## config.mk

```make
export PLATFORM = sky130hd
export DESIGN_NAME = t01_pc_unit
export DESIGN_NICKNAME = d
export VERILOG_FILES = /design/src/rtl/t01_pkg.sv /design/src/rtl/t01_branch_cond.sv /design/src/rtl/t01_pc_unit.sv
export SDC_FILE = /design/constraint.sdc
export NUM_CORES = 1
export LEC_CHECK = 0
export CAP_MARGIN = 5
export CORE_MARGIN = 5
export CORE_UTILIZATION = 47
export CTS_CLUSTER_SIZE = 14
export DETAILED_ROUTE_END_ITERATION = 7
export PLACE_DENSITY = 0.88
export SLEW_MARGIN = 0
export SYNTH_ARGS = -nofsm -noshare
export SYNTH_HDL_FRONTEND = slang
export SYNTH_SLANG_ARGS = --single-unit
export TNS_END_PERCENT = 1
```

## constraint.sdc

```tcl
create_clock -name clk -period 10.4 [get_ports clk]
set_clock_uncertainty 0.15 [all_clocks]
set_input_delay 3.12 -clock clk [delete_from_list [all_inputs] [get_ports clk]]
set_output_delay 3.12 -clock clk [all_outputs]
set_load 0.01 [all_outputs]
```

## src/rtl/t01_pkg.sv

```systemverilog
// Shared types and constants for the t01 program-counter stage.
package t01_pkg;

  typedef enum logic [1:0] {
    RUN   = 2'd0,
    HALT  = 2'd1,
    FAULT = 2'd2
  } pc_state_t;

  // Branch condition encodings carried in funct3
  localparam logic [2:0] F3_BEQ  = 3'b000;
  localparam logic [2:0] F3_BNE  = 3'b001;
  localparam logic [2:0] F3_BLT  = 3'b100;
  localparam logic [2:0] F3_BGE  = 3'b101;
  localparam logic [2:0] F3_BLTU = 3'b110;
  localparam logic [2:0] F3_BGEU = 3'b111;

  localparam logic [31:0] RESET_PC_DEFAULT = 32'h3300_0000;

endpackage

```

## src/rtl/t01_branch_cond.sv

```systemverilog
// Branch condition evaluation from ALU flags (signed/equality) and raw operands (unsigned).
module t01_branch_cond
  import t01_pkg::*;
(
  input  logic [2:0]  funct3,
  input  logic        zero,
  input  logic        negative,
  input  logic        overflow,
  input  logic [31:0] rs1data,
  input  logic [31:0] rs2data,
  output logic        cond
);

  logic lt;
  logic ltu;

  assign lt  = negative ^ overflow;
  assign ltu = rs1data < rs2data;

  // Select the condition for the encoded comparison; reserved encodings never branch
  always_comb begin
    cond = 1'b0;
    case (funct3)
      F3_BEQ:  cond = zero;
      F3_BNE:  cond = ~zero;
      F3_BLT:  cond = lt;
      F3_BGE:  cond = ~lt;
      F3_BLTU: cond = ltu;
      F3_BGEU: cond = ~ltu;
      default: cond = 1'b0;
    endcase
  end

endmodule

```

## src/rtl/t01_pc_unit.sv

```systemverilog
// Program counter, branch/jump resolution and RUN/HALT/FAULT control.
module t01_pc_unit
  import t01_pkg::*;
#(
  parameter logic [31:0] RESET_PC = RESET_PC_DEFAULT
) (
  input  logic        clk,
  input  logic        nRst,
  input  logic        Advance,
  input  logic        Branch,
  input  logic        Jal,
  input  logic        Jalr,
  input  logic        Halt,
  input  logic        Clear,
  input  logic [2:0]  Funct3,
  input  logic        Zero,
  input  logic        Negative,
  input  logic        Overflow,
  input  logic [31:0] AluResult,
  input  logic [31:0] Rs1Data,
  input  logic [31:0] Rs2Data,
  input  logic [31:0] Imm,
  output logic [31:0] PC,
  output logic [31:0] PCPlus4,
  output logic        Taken,
  output logic        Flush,
  output logic        Fault,
  output logic        Halted
);

  pc_state_t   state_q, state_d;
  logic [31:0] pc_q, pc_d;
  logic        flush_q, flush_d;
  logic [31:0] target;
  logic        cond;
  logic        misaligned;

  t01_branch_cond u_cond (
    .funct3   (Funct3),
    .zero     (Zero),
    .negative (Negative),
    .overflow (Overflow),
    .rs1data  (Rs1Data),
    .rs2data  (Rs2Data),
    .cond     (cond)
  );

  assign PCPlus4 = pc_q + 32'd4;

  // Resolve taken and the next fetch address; JALR outranks JAL, both outrank Branch
  always_comb begin
    Taken = Jal | Jalr | (Branch & cond);
    if (Jalr) begin
      target = {AluResult[31:1], 1'b0};
    end else if (Taken) begin
      target = pc_q + Imm;
    end else begin
      target = PCPlus4;
    end
    misaligned = Taken & (target[1:0] != 2'b00);
  end

  // State, PC and flush registers with synchronous active-low reset
  always_ff @(posedge clk) begin
    if (!nRst) begin
      state_q <= RUN;
      pc_q    <= RESET_PC;
      flush_q <= 1'b0;
    end else begin
      state_q <= state_d;
      pc_q    <= pc_d;
      flush_q <= flush_d;
    end
  end

  // Next-state logic: Clear restarts from any state, Halt beats a taken redirect
  always_comb begin
    state_d = state_q;
    pc_d    = pc_q;
    flush_d = 1'b0;
    case (state_q)
      RUN: begin
        if (Clear) begin
          pc_d = RESET_PC;
        end else if (Advance) begin
          if (Halt) begin
            state_d = HALT;
          end else if (misaligned) begin
            state_d = FAULT;
          end else begin
            pc_d    = target;
            flush_d = Taken;
          end
        end
      end
      HALT, FAULT: begin
        if (Clear) begin
          state_d = RUN;
          pc_d    = RESET_PC;
        end
      end
      default: begin
        state_d = RUN;
        pc_d    = RESET_PC;
      end
    endcase
  end

  assign PC     = pc_q;
  assign Flush  = flush_q;
  assign Fault  = (state_q == FAULT);
  assign Halted = (state_q == HALT);

endmodule

```

==> implementation parameters <==
Parameter                              Value

Run status
  Result of the run ... completed

GRT
  Remaining Overflow, GRT ... 0
  Pin count of the biggest net entering global routing ... 35
  Global router's overall resource usage ... 27.1%
  Antenna violations before repair ... 1
  Vias in the first global route ... 5894
  Global-route wire length before repair ... 28500 um

Placement
  GP Congestion ... 0.912
  Number of port buffers ... 208
  Setup WS pre-CTS ... 1180 ps
  Dpl hpwl ... 13900 um
  Placed cell count ... 980

Timing
  Highest Clock Rate ... 0.108 GHz
  Max_slew headroom ... 41.1%
  Final clock period utilization by the worst path ... 88.8%
  Sum Neg Setup Slack ... 0 ps
  Number of pins with negative max-slew slack in the final report ... 0
  Setup slack of the critical path after layout ... 1160 ps
  Unrepaired setup endpoints after global routing ... false
  Number of endpoints with negative hold slack in the final report ... 0
  Pin slew with the least headroom to its limit ... 882 ps
  Final critical-path required period ... 9240 ps
  Final setup vio count ... 0

Route
  Violation count after the first detailed-route iteration ... 350
  Total detailed-routing wirelength ... 17500 um
  Number of nets still failing antenna checks after routing ... 0
  DRC ... 0
  Routed length per instance ... 17.7 um
  Vias per std cell ... 5.88
  Via count ... 5817
  Router iterations before antenna repair ... 5

Clocking
  Clock transition time at the flip-flop clock pins of the worst setup and hold paths ... 70 ps
  Number of buffers between clock root and the deepest sink ... 2
  Hold buffer count at CTS ... 0
  TritonCTS clock tree ... done
  TritonCTS Sinks ... 35
  Number of buffers created by CTS ... 5
  Number of cells upsized or downsized after cts ... 0
  Clock tree root driver cell ... sky130_fd_sc_hd__clkbuf_8
  Post CTS Setup Buffer Count ... 0
  Insertion delay to the later sink of the worst-skew pair ... 280 ps
  CTS H-Tree Depth ... 2

Worst setup path
  Endpoint arrival time on the critical path ... 5970 ps
  Worst path cell trace ... clkdlybuf4s50_1 > inv_1 > ha_1 > nand4_1 > nor4_1 > inv_1 > nor3_1 > a211o_1 > nand3_2 > nor2_2 > inv_2 > clkdlybuf4s50_1
  Req. time, crit path ... 7130 ps
  Critical path's slowest cell ... sky130_fd_sc_hd__clkdlybuf4s50_1
  Critical path origin ... Rs2Data[30]
  Kind of launch point of the worst setup path ... primary input
  Kind of cell with the highest combined delay on the critical path ... simple AND/OR/NAND/NOR gates
  Setup crit end kind ... output port
  CP max FO ... 9
  Startpoint-to-endpoint class of the critical path ... in2out
  Startpoint of the worst register-to-register path ... PC[8]
  CP bufs+invs ... 5
  CP max stage delay ... 470 ps

Pwr
  Highest ir drop seen on vdd ... 0.0502 mV
  Power per Cell Area ... 63.8 mW/mm^2
  Leakage ... 2.95 nW

Synth
  Sequential fraction of the synthesis area ... 14.5%
  Simple logic cell fraction of the synthesized area ... 20.9%
  Fraction of the mapped netlist area in adder cells ... 17.5%
  Largest family of logic cells by synthesized area ... compound AO/OA/AOI/OAI gates
  XOR/XNOR Fraction of Synth Area ... 10.2%
  Netlist area before placement ... 0.00482 mm^2
  Share of flip-flops with an asynchronous set or reset after synthesis ... 0%
  Syn_nets ... 864
  Flop and latch count out of synthesis ... 35
  Multiplexer area fraction after synthesis ... 2.70%
  Most area-consuming cells after synthesis ... sky130_fd_sc_hd__ha_1, sky130_fd_sc_hd__dfxtp_1, sky130_fd_sc_hd__xnor2_1
  Post-synthesis cell type count ... 60
  Compound-gate portion of the synthesized area ... 27.8%
  Largest area contributor in the netlist ... sky130_fd_sc_hd__ha_1
  Count of flip-flops with a built-in enable after synthesis ... 0
  Average cell area after synthesis ... 7.36 um^2
  Area fraction of the dominant cell type after synthesis ... 17.1%
  Cells after synthesis ... 655
  Most used flip-flop cell after synthesis ... sky130_fd_sc_hd__dfxtp_1
  Number of warnings printed during yosys synthesis ... 0

Finish
  Ratio of cells with drive above 1 in the final layout ... 2.46%
  Final net count ... 1060
  Final instance count without filler cells ... 989
  Utilization after layout ... 69.6%
  Relative area change from synthesis to final layout ... 47.1%

Die
  Die width ... 111 um
  Area of the placeable core ... 0.0102 mm^2
  Top-Level Pins ... 210
  Initial Utilization ... 47.3%
  Die H ... 111 um
  Count of standard-cell rows ... 37
  Die area ... 0.0124 mm^2

Worst hold path
  Class of the tightest hold or removal check ... reg2reg
  Min-delay src ... state_q[0]

Flow run
  Max Cap Violations ... 0
==> kinds of logic after synthesis <==
logic type	after synthesis
adder cells (fa/ha/maj)	67
AND/OR/NAND/NOR	203
XOR/XNOR	56
AO/OA/AOI/OAI	204
flip-flops	35
multiplexers	13
buffers and inverters	77
==> final timing paths <==
kind	endpoint	slack [ps]	cells past startpoint
setup / recovery	Taken	1160	12
setup reg to reg	PC[29]	7120	10
hold reg to reg	state_q[0]	360	2
hold / removal	state_q[0]	360	2
==> stage by stage <==
step,power (W),instance area [um^2],hold slack [ps]
final,0.000452,7090,358
after global routing,0.000480,7090,370
after CTS,0.000452,7090,347
after detailed placement,0.000351,7000,338
after global placement,0.000344,7000,321
after floorplan,0.000254,4820,308
==> cells in the final DEF (no fill, tap or decap), types with 4 or more instances in the layout <==
cell type and count:
sky130_fd_sc_hd__nor4_1 4, sky130_fd_sc_hd__and4_1 4, sky130_fd_sc_hd__inv_1 52, sky130_fd_sc_hd__and3_1 10
sky130_fd_sc_hd__nand3b_1 4, sky130_fd_sc_hd__o21a_1 10, sky130_fd_sc_hd__a211oi_1 9, sky130_fd_sc_hd__o211ai_1 4
sky130_fd_sc_hd__xnor2_1 43, sky130_fd_sc_hd__a22oi_1 5, sky130_fd_sc_hd__a21o_1 8, sky130_fd_sc_hd__ha_1 66
sky130_fd_sc_hd__mux2i_1 13, sky130_fd_sc_hd__buf_4 5, sky130_fd_sc_hd__clkdlybuf4s50_1 208, sky130_fd_sc_hd__dfxtp_1 35
sky130_fd_sc_hd__a32oi_1 15, sky130_fd_sc_hd__nand3_1 34, sky130_fd_sc_hd__nor3_1 19, sky130_fd_sc_hd__a21oi_1 50
sky130_fd_sc_hd__nand2b_1 5, sky130_fd_sc_hd__nor2_1 37, sky130_fd_sc_hd__nand4_1 13, sky130_fd_sc_hd__o21ai_0 55
sky130_fd_sc_hd__clkbuf_8 5, sky130_fd_sc_hd__nand2_1 53, sky130_fd_sc_hd__nor2b_1 7, sky130_fd_sc_hd__o21bai_1 5
sky130_fd_sc_hd__xor2_1 13, sky130_fd_sc_hd__o221ai_1 10
==> power by group <==
group	total (W)	internal [W]	switching [W]
sequential	0.000144	0.000138	0.00000624
clock	0.000101	0.0000472	0.0000533
combinational	0.000208	0.000111	0.0000971
total	0.000452	0.000296	0.000157
==> routing by layer <==
layer / GRT usage (%) / part of all wire, % / vias to the layer above
met5: 0 / 0 / -
met4: 7.87 / 2.5 / 0
met3: 4.80 / 6.9 / 35
met2: 48.1 / 49 / 281
met1: 33.3 / 42 / 2687
li1: - / - / 2814
==> layout make-up <==
cell class | instances | area, um^2
multi-input combinational | 543 | 3810
fill | 818 | 3100
timing repair buffer | 213 | 2120
sequential | 35 | 701
inverter | 53 | 199
tap | 136 | 170
clock buffer | 7 | 76.3
clock inverter | 1 | 5.00
antenna | 1 | 2.50
==> state kept, by name, indices dropped and copies added (netlist names) <==
signal,cells
PC,32
state_q,2
Flush,1
==> cells in the mapped netlist (all sizes together), types with 5 or more instances <==
library cell   n
nor2          38
o21a          10
clkbuf        14
a21o           8
xor2          13
a21oi         50
o21ai         56
dfxtp         35
o221ai        10
mux2i         13
inv           53
a211oi         9
a22oi          5
nand4         13
xnor2         43
nand2b         5
nor2b          7
ha            66
a32oi         15
and3          10
nand3         35
nand2         53
o21bai         5
nor3          19
buf           10
==> worst reg2reg max path: stages, from the launching register on <==
cell and delay, ps:
sky130_fd_sc_hd__dfxtp_1 380, sky130_fd_sc_hd__ha_1 430, sky130_fd_sc_hd__and4_1 250, sky130_fd_sc_hd__nor3b_1 200
sky130_fd_sc_hd__nand3_1 130, sky130_fd_sc_hd__a21boi_0 670, sky130_fd_sc_hd__a221oi_1 280, sky130_fd_sc_hd__nand4_1 160
sky130_fd_sc_hd__o2111ai_1 160, sky130_fd_sc_hd__o221ai_1 230, sky130_fd_sc_hd__a21oi_1 100
No activity file was read; power rests on OpenSTA's default activity.
